### config.mk
export PLATFORM = sky130hd
export DESIGN_NAME = pipe_hazard_ctrl
export DESIGN_NICKNAME = d
export VERILOG_FILES = /design/src/rtl/pipe_hazard_ctrl.sv
export SDC_FILE = /design/constraint.sdc
export NUM_CORES = 1
export LEC_CHECK = 0
export CAP_MARGIN = 15
export CORE_ASPECT_RATIO = 1.5
export CORE_MARGIN = 5
export CORE_UTILIZATION = 48
export CTS_BUF_LIST = sky130_fd_sc_hd__clkbuf_4
export DETAILED_ROUTE_END_ITERATION = 16
export PLACE_DENSITY = 0.82
export SYNTH_ARGS = -nofsm -noshare
export SYNTH_HDL_FRONTEND = slang
export SYNTH_SLANG_ARGS = --single-unit
### constraint.sdc
create_clock -name clk -period 3.8 [get_ports clk]
set_input_delay 0.57 -clock clk [delete_from_list [all_inputs] [get_ports clk]]
set_output_delay 0.57 -clock clk [all_outputs]
set_load 0.005 [all_outputs]
### src/rtl/pipe_hazard_ctrl.sv
// Stall/flush controller for the 5-stage pipeline: RAW hazards from Tuse/Tnew,
// HI/LO busy tracking and exception flush, plus a saturating stall counter.
module pipe_hazard_ctrl #(
  parameter int unsigned MULT_CYC = 5,
  parameter int unsigned DIV_CYC  = 10
) (
  input  logic        clk,
  input  logic        reset,
  input  logic [4:0]  D_rs_addr,
  input  logic [4:0]  D_rt_addr,
  input  logic [1:0]  D_rs_tuse,
  input  logic [1:0]  D_rt_tuse,
  input  logic        D_is_md,
  input  logic [4:0]  E_write_addr,
  input  logic [1:0]  E_tnew,
  input  logic [4:0]  M_write_addr,
  input  logic [1:0]  M_tnew,
  input  logic        E_md_start,
  input  logic        E_md_type,
  input  logic        Req,
  output logic        PC_en,
  output logic        FD_en,
  output logic        FD_clear,
  output logic        DE_clear,
  output logic        EM_clear,
  output logic        MW_en,
  output logic        MW_clear,
  output logic        md_busy,
  output logic [31:0] stall_cnt
);

  localparam logic [3:0] MULT_LOAD = 4'(MULT_CYC);
  localparam logic [3:0] DIV_LOAD  = 4'(DIV_CYC);

  logic [3:0]  md_cnt_q, md_cnt_d;
  logic [31:0] stall_cnt_q, stall_cnt_d;
  logic [4:0]  src_addr [2];
  logic [1:0]  src_tuse [2];
  logic [1:0]  src_hit;
  logic        start_eff;
  logic        stall_md;
  logic        stall;

  assign src_addr[0] = D_rs_addr;
  assign src_addr[1] = D_rt_addr;
  assign src_tuse[0] = D_rs_tuse;
  assign src_tuse[1] = D_rt_tuse;

  // Register $0 is never a real dependency; tuse=3 can never lose to tnew<=2.
  generate
    for (genvar gi = 0; gi < 2; gi++) begin : g_src
      assign src_hit[gi] = (src_addr[gi] != 5'd0) &
                           (((src_addr[gi] == E_write_addr) & (E_tnew > src_tuse[gi])) |
                            ((src_addr[gi] == M_write_addr) & (M_tnew > src_tuse[gi])));
    end
  endgenerate

  // A start in the exception cycle belongs to the victim and is discarded.
  assign start_eff = E_md_start & ~Req;
  assign md_busy   = (md_cnt_q != 4'd0) | start_eff;
  assign stall_md  = D_is_md & md_busy;
  assign stall     = ((|src_hit) | stall_md) & ~Req;
  assign stall_cnt = stall_cnt_q;

  always_comb begin
    PC_en    = 1'b1;
    FD_en    = 1'b1;
    FD_clear = 1'b0;
    DE_clear = 1'b0;
    EM_clear = 1'b0;
    MW_en    = 1'b1;
    MW_clear = 1'b0;
    if (Req) begin
      FD_clear = 1'b1;
      DE_clear = 1'b1;
      EM_clear = 1'b1;
      MW_clear = 1'b1;
    end else if (stall) begin
      PC_en    = 1'b0;
      FD_en    = 1'b0;
      DE_clear = 1'b1;
    end
  end

  always_comb begin
    md_cnt_d    = md_cnt_q;
    stall_cnt_d = stall_cnt_q;
    if (!Req) begin
      if (E_md_start) begin
        md_cnt_d = E_md_type ? DIV_LOAD : MULT_LOAD;
      end else if (md_cnt_q != 4'd0) begin
        md_cnt_d = md_cnt_q - 4'd1;
      end
    end
    if (stall && (stall_cnt_q != 32'hFFFF_FFFF)) begin
      stall_cnt_d = stall_cnt_q + 32'd1;
    end
  end

  always_ff @(posedge clk or negedge reset) begin
    if (!reset) begin
      md_cnt_q    <= 4'd0;
      stall_cnt_q <= 32'd0;
    end else begin
      md_cnt_q    <= md_cnt_d;
      stall_cnt_q <= stall_cnt_d;
    end
  end

endmodule
==> summary.md, run 1 <==
| Metric | Value |
|---|---|
| Min Tclk post-route | about 3.4 ns |
| Post-placement worst setup slack | between 0.4 and 0.5 ns |
| Top-count cell post-synth | xnor2_1 |
| Clock Skews | ~0.010 ns |
| Final setup viols | 0 |
| Largest vdd supply drop | between 0.0001 and 0.00015 V |
| Main synth FF type | dfrtp_1 |
| Critical path required time | about 3.2 ns |
| Status | completed |
| Routed wire length | between 5000 and 6000 microns |
| Layout cells sized above 1 | under 10% |
| WL/cell | between 15 and 20 microns |
| Die area | roughly 0.0064 sq mm |
| Crit path buf inv count | 4 |
| Post-synth EDFFs | 0 |
| Core outline area | 0.004810 sq mm |
| Row cnt | 31 |
| Final worst slack | 0.4308 ns |
| Slowest-stage cell, CP | clkdlybuf4s50_1 |
| Die Y | 95.88 microns |
| Max Root-Sink Buffers | 2 |
| Worst setup SP type | primary input |
| Total CTS buffers | 5 |
| Antenna Diode Count | 0 |
| Hold Path Stages | 1 |
| Root buf cell | clkbuf_4 |
| Initial antenna violation count | 0 |
| WS Path Type | primary input to output pin |
| Sequential cell area fraction in the yosys report | 38.18% |
| Largest cells by area after synthesis | dfrtp_1, xnor2_1, nand4_1, ha_1, nand3_1 |
| Fin Setup TNS | 0 ns |
| Commonest cells in the netlist | xnor2_1, dfrtp_1, nand4_1, nand3_1, nand2_1 |
| CP top delay family | buffers and inverters |
| Period utilization | between 80 and 90% |
| Post-synthesis register bit count | 36 |
| Drt pass-1 iters | 4 |
| I/O pins | 74 |
| # nets final | between 300 and 400 |
| Worst-path cell chain | clkdlybuf4s50_1 > inv_1 > ha_1 > nand2_1 > nand4_1 > nor4_1 > o22ai_1 > a31oi_4 > inv_1 > clkdlybuf4s50_1 |
| Vias after detailed routing | around 2200 |
| DP HPWL | around 4800 microns |
| Worst Path Max Fanout | 2 |
| Hold Path Class | flip-flop to flip-flop |
| CTS-repair resized insts | 0 |
| Clock transition at the registers of the reported paths | roughly 0.12 ns |
| Area growth syn-to-layout | 34.94% |
| Netlist cell types | 32 |
| Syn Area/Cell | around 9.4 sq um |
| Synth Net Count | slightly below 300 |
| Synthesized instance count | 250 |
| Asr flop ratio synth | between 90% and 100% |
| Stages on the worst setup path | 10 |
| RSZ-0062 raised after global routing | false |
| Global-route wire length before repair | roughly 10000 microns |
| CP endpoint kind | output pin |
| Post-CTS setup buffers | 0 |
| Post-Syn Area | ~0.0024 sq mm |
| Synth warn | 0 |
| Slowest stage delay, CP | 0.45 ns |
| GP Congestion | a little under 0.9 |
| CTS tree | done |
| Leakage | roughly 1.3 nW |
| Gr usage total | just under 20% |
| Largest area contributor in the netlist | dfrtp_1 |
| Initial Utilization | roughly half |
| Port buffer count | 72 |
| Max Slew Vio Count | 0 |
| P per Cell Area | between 300 and 400 mW/mm^2 |
| Post-CTS Hold Fix Bufs | 0 |
| Register-to-Register Path Depth | 7 |
| Post-synth top area share | 38.18% |
| Largest net degree at the start of global routing | 37 |
| Vias in the first global route | 2167 |
| Drt drc | 0 |
| Max-cap violation count | 0 |
| Fillers | 411 |
| DRT antenna net count | 0 |
| Worst EP arrival | around 2.8 ns |
| Slew at the pin closest to its max-slew limit | roughly 0.63 ns |
| Sink Count | 36 |
| DRT iter0 DRCs | about 190 |
| Fmax | slightly below 0.3 GHz |
| Die width | 67.25 microns |
| Final Hold Fails | 0 |
| Number of vias per cell | 5.530 |
| Slew margin rel. | between 50% and 60% |
| Htree depth | 2 |
| GR Overflow Total | 0 |
| Clock Latency Late Sink | approximately 0.34 ns |
[state kept, by name, summed over array words and instances, names as in the netlist]
signal,flops
md_cnt_q,4
stall_cnt,32
[through the flow]
step | cell area, sq um | total power, mW | utilization (%) | instances | hold WS [ns]
final | 3184 | 1.081 | 66.21 | 389 | 0.4996
after global routing | 3184 | 1.144 | 66.21 | 389 | 0.5280
after CTS | 3184 | 1.089 | 66.21 | 389 | 0.5059
after detailed placement | 3104 | 0.8241 | 64.54 | 381 | 0.4875
after global placement | 3104 | 0.8168 | 64.54 | 381 | 0.4769
after floorplan | 2360 | 0.6560 | - | 250 | 0.2744
[worst paths after layout]
| kind | from | to | slack [ns] |
|---|---|---|---|
| worst max-delay path | D_rs_tuse[1] | FD_en | 0.43 |
| worst min-delay path | stall_cnt[25] | stall_cnt[25] | 0.50 |
| worst max register to register | stall_cnt[0] | stall_cnt[1] | 1.32 |
| worst min register to register | stall_cnt[25] | stall_cnt[25] | 0.50 |
| max in group asynchronous | reset | stall_cnt[13] | 2.84 |
| min in group asynchronous | reset | stall_cnt[19] | 0.63 |
[area by class of cell]
cell class | instances | area (sq um) | area share (%)
Sequential cell | 36 | 900.9 | 28.29
Clock inverter | 3 | 42.54 | 1.336
Tap cell | 66 | 82.58 | 2.593
Clock buffer | 5 | 37.54 | 1.179
Multi-Input combinational cell | 193 | 1336 | 41.96
Timing Repair Buffer | 75 | 743.2 | 23.34
Inverter | 11 | 41.29 | 1.297
[where the power goes]
group          switching (mW)  leakage, nW  internal (mW)  total, mW
clock                   0.130       0.0412          0.137      0.267
sequential             0.0682        0.486          0.429      0.497
combinational           0.134        0.761          0.182      0.317
[per-layer routing]
| layer | vias to the layer above | routed length, microns | global-route usage, % |
|---|---|---|---|
| li1 | 1031 | - | - |
| met1 | 1021 | 2223 | 21.58 |
| met5 | - | 0 | 0 |
| met4 | 0 | 115 | 7.614 |
| met2 | 89 | 3217 | 36.42 |
| met3 | 10 | 388 | 3.505 |
[worst reg2reg max path, stage by stage (launching register included)]
cell and delay (ns):
dfrtp_1 0.51, ha_1 0.32, and4_1 0.24, nand3_1 0.16, nor2_1 0.29, nand2_1 0.31
nand2_1 0.22, mux2_4 0.31
[kinds of logic (layout without fill, tap and decap cells)]
group,count (synthesis),after routing,synth area share [%]
muxes,2,2,1.113
other,1,1,0.1589
xor gates and xnor gates,50,50,18.56
AOI/OAI and AO/OA,18,18,4.825
adders and majority gates,11,11,5.832
and+or+nand+nor,111,111,26.14
DFF,36,36,38.18
buffers and inverters,21,94,5.196
[placed cells by master, fill, tap and decap left out, types with 2 or more instances in the layout]
master | synthesis | routed
clkdlybuf4s50_1 | 0 | 72
xnor2_1 | 42 | 42
dfrtp_1 | 36 | 36
nand4_1 | 23 | 23
nand3_1 | 19 | 19
nand2_1 | 18 | 18
and3_1 | 15 | 15
inv_1 | 11 | 11
ha_1 | 11 | 11
nor2_1 | 8 | 8
xor2_1 | 8 | 8
nor3_1 | 7 | 7
a21oi_1 | 6 | 6
and4_1 | 6 | 6
o21ai_0 | 6 | 6
nor4_1 | 5 | 5
clkbuf_4 | 0 | 5
buf_4 | 5 | 3
nand2b_1 | 2 | 2
or4_1 | 2 | 2
o22ai_1 | 2 | 2
and2_1 | 2 | 2
a31oi_1 | 2 | 2
No activity file was read; power rests on OpenSTA's default activity.
==> run 2: changes to the inputs <==
--- a/config.mk
+++ b/config.mk
@@ -6,12 +6,14 @@
 export NUM_CORES = 1
 export LEC_CHECK = 0
 export CAP_MARGIN = 15
+export CELL_PAD_IN_SITES_DETAIL_PLACEMENT = 0
+export CELL_PAD_IN_SITES_GLOBAL_PLACEMENT = 2
 export CORE_ASPECT_RATIO = 1.5
 export CORE_MARGIN = 5
-export CORE_UTILIZATION = 48
+export CORE_UTILIZATION = 31
 export CTS_BUF_LIST = sky130_fd_sc_hd__clkbuf_4
 export DETAILED_ROUTE_END_ITERATION = 16
-export PLACE_DENSITY = 0.82
+export PLACE_DENSITY_LB_ADDON = 0.1
 export SYNTH_ARGS = -nofsm -noshare
 export SYNTH_HDL_FRONTEND = slang
 export SYNTH_SLANG_ARGS = --single-unit
==> summary.md, run 2 (same netlist as run 1, synthesis figures left out) <==
| Metric | Value |
|---|---|
| WL/cell | 14.85 microns (was 15.28 microns) |
| Final setup viols | 0 (unchanged) |
| Drt pass-1 iters | 4 (unchanged) |
| Root buf cell | clkbuf_4 (unchanged) |
| Worst Path Max Fanout | 2 (unchanged) |
| Fin Setup TNS | 0 ns (unchanged) |
| RSZ-0062 raised after global routing | false (unchanged) |
| CTS tree | done (unchanged) |
| # nets final | 366 (was 367) |
| Worst EP arrival | 2.80 ns (about the same) |
| I/O pins | 74 (unchanged) |
| Final Hold Fails | 0 (unchanged) |
| Clock Latency Late Sink | 0.34 ns (about the same) |
| Largest vdd supply drop | 0.0001621 V (was 0.0001494 V) |
| Hold Path Class | primary input to asynchronous set/reset pin (was flip-flop to flip-flop) |
| Post-route cell area | 0.003196 sq mm (was 0.003184 sq mm) |
| GR Overflow Total | 0 (unchanged) |
| WS Path Type | primary input to output pin (unchanged) |
| Status | completed (unchanged) |
| Vias in the first global route | 2174 (was 2167) |
| Worst setup SP type | primary input (unchanged) |
| Sink Count | 36 (unchanged) |
| DRT iter0 DRCs | 52 (was 188) |
| Max Slew Vio Count | 0 (unchanged) |
| Most frequent cells in the layout | clkdlybuf4s50_1, xnor2_1, dfrtp_1 (unchanged) |
| Commonest non-fill, non-tap cell in the layout | clkdlybuf4s50_1 (unchanged) |
| Routed wire length | 6310 microns (was 5945 microns) |
| P per Cell Area | 322.6 mW/mm^2 (was 339.5 mW/mm^2) |
| Period utilization | 88.59% (was 88.66%) |
| CTS-repair resized insts | 0 (unchanged) |
| Vias after detailed routing | 2072 (was 2151) |
| Total CTS buffers | 5 (unchanged) |
| Max-cap violation count | 0 (unchanged) |
| Placed standard-cell area | 0.003137 sq mm (was 0.003104 sq mm) |
| Area growth syn-to-layout | 35.42% (was 34.94%) |
| DP HPWL | 4957 microns (was 4774 microns) |
| Largest net degree at the start of global routing | 37 (unchanged) |
| Max Root-Sink Buffers | 2 (unchanged) |
| CP endpoint kind | output pin (unchanged) |
| Number of vias per cell | 4.875 (was 5.530) |
| Die Y | 116.9 microns (was 95.88 microns) |
| Row cnt | 39 (was 31) |
| GP Congestion | 0.8198 (was 0.8917) |
| Slew margin rel. | 44.04% (was 57.34%) |
| Initial antenna violation count | 0 (unchanged) |
| Htree depth | 2 (unchanged) |
| Initial Utilization | 31.40% (was 49.06%) |
| Slew at the pin closest to its max-slew limit | 0.8394 ns (was 0.6350 ns) |
| Leakage | 1.271 nW (was 1.288 nW) |
| DRT antenna net count | 0 (unchanged) |
| Critical path required time | 3.23 ns (about the same) |
| Post-CTS setup buffers | 0 (unchanged) |
| Die area | 0.009493 sq mm (was 0.006448 sq mm) |
| Port buffer count | 72 (unchanged) |
| Gr usage total | 13.93% (was 19.64%) |
| Clock Skews | 0.02705 ns (was 0.01011 ns) |
| Post-placement worst setup slack | 0.3869 ns (was 0.4014 ns) |
| Global-route wire length before repair | 10450 microns (was 9798 microns) |
| Post-CTS Hold Fix Bufs | 0 (unchanged) |
| Clock transition at the registers of the reported paths | 0.13 ns (was 0.12 ns) |
| Fmax | 0.2971 GHz (was 0.2968 GHz) |
| Max FFs per register | 32 (unchanged) |
| Core outline area | 0.007515 sq mm (was 0.004810 sq mm) |
| Final worst slack | 0.4337 ns (was 0.4308 ns) |
| Drt drc | 0 (unchanged) |
| Layout cells sized above 1 | 4.348% (was 4.644%) |
| Die width | 81.24 microns (was 67.25 microns) |
| Min Tclk post-route | 3.366 ns (was 3.369 ns) |
| Hold WS | 0.3208 ns (was 0.4996 ns) |
## run 2: changes by cell type in the layout (fill, tap and decap cells not counted), sizes merged
| cell | previous run | this run |
|---|---|---|
| diode | 0 | 1 |
| bufinv | 1 | 0 |
| clkbuf | 5 | 6 |
| clkdlybuf4s50 | 72 | 71 |
## run 2: cell type report
type                       instances  area, sq um
timing repair buffer              74        730.7
clock inverter                     2        11.26
multi-input combinational        193         1336
tap                              102        127.6
fill                             815         4319
inverter                          11        41.29
sequential                        36        900.9
clock buffer                       6        45.04
antenna                            1        2.502
## run 2: report_power, final
part           internal [mW]  switching, mW
Sequential             0.429         0.0683
Clock                 0.0778          0.135
Combinational          0.183          0.137
Total                  0.690          0.341
## run 2: path summary, 6_finish.rpt
| path | startpoint | endpoint | slack (ns) | cells past startpoint |
|---|---|---|---|---|
| min reg2reg | stall_cnt[20] | stall_cnt[20] | 0.49 | 1 |
| max | D_rs_tuse[1] | FD_en | 0.43 | 10 |
| min in group clk | stall_cnt[20] | stall_cnt[20] | 0.49 | 1 |
| max in group asynchronous | reset | stall_cnt[22] | 2.93 | 1 |
| max reg2reg | stall_cnt[1] | stall_cnt[1] | 1.11 | 7 |
| min | reset | stall_cnt[1] | 0.32 | 1 |
## run 2: routing by layer
layer | track usage [%] | up-vias | share of wire, %
met2 | 26.71 | 51 | 54
met3 | 2.527 | 4 | 4.2
li1 | - | 1036 | -
met1 | 15.44 | 981 | 40
met4 | 3.720 | 0 | 1.1
met5 | 0 | - | 0
## run 2: metrics by stage
step	util (%)	instances	total power, mW
2_1_floorplan	-	250	0.6560
3_3_place_gp	41.74	416	0.8311
3_5_place_dp	41.74	416	0.8330
5_1_grt	42.49	424	1.109
6_report	42.52	425	1.031
4_1_cts	42.49	424	1.048
## run 2: critical path, cell delays in order
cell and delay, ns:
clkdlybuf4s50_1 0.47, inv_1 0.06, ha_1 0.30, nand2_1 0.08, nand4_1 0.09, nor4_1 0.28, o22ai_1 0.18, a31oi_4 0.23
inv_1 0.08, clkdlybuf4s50_1 0.44
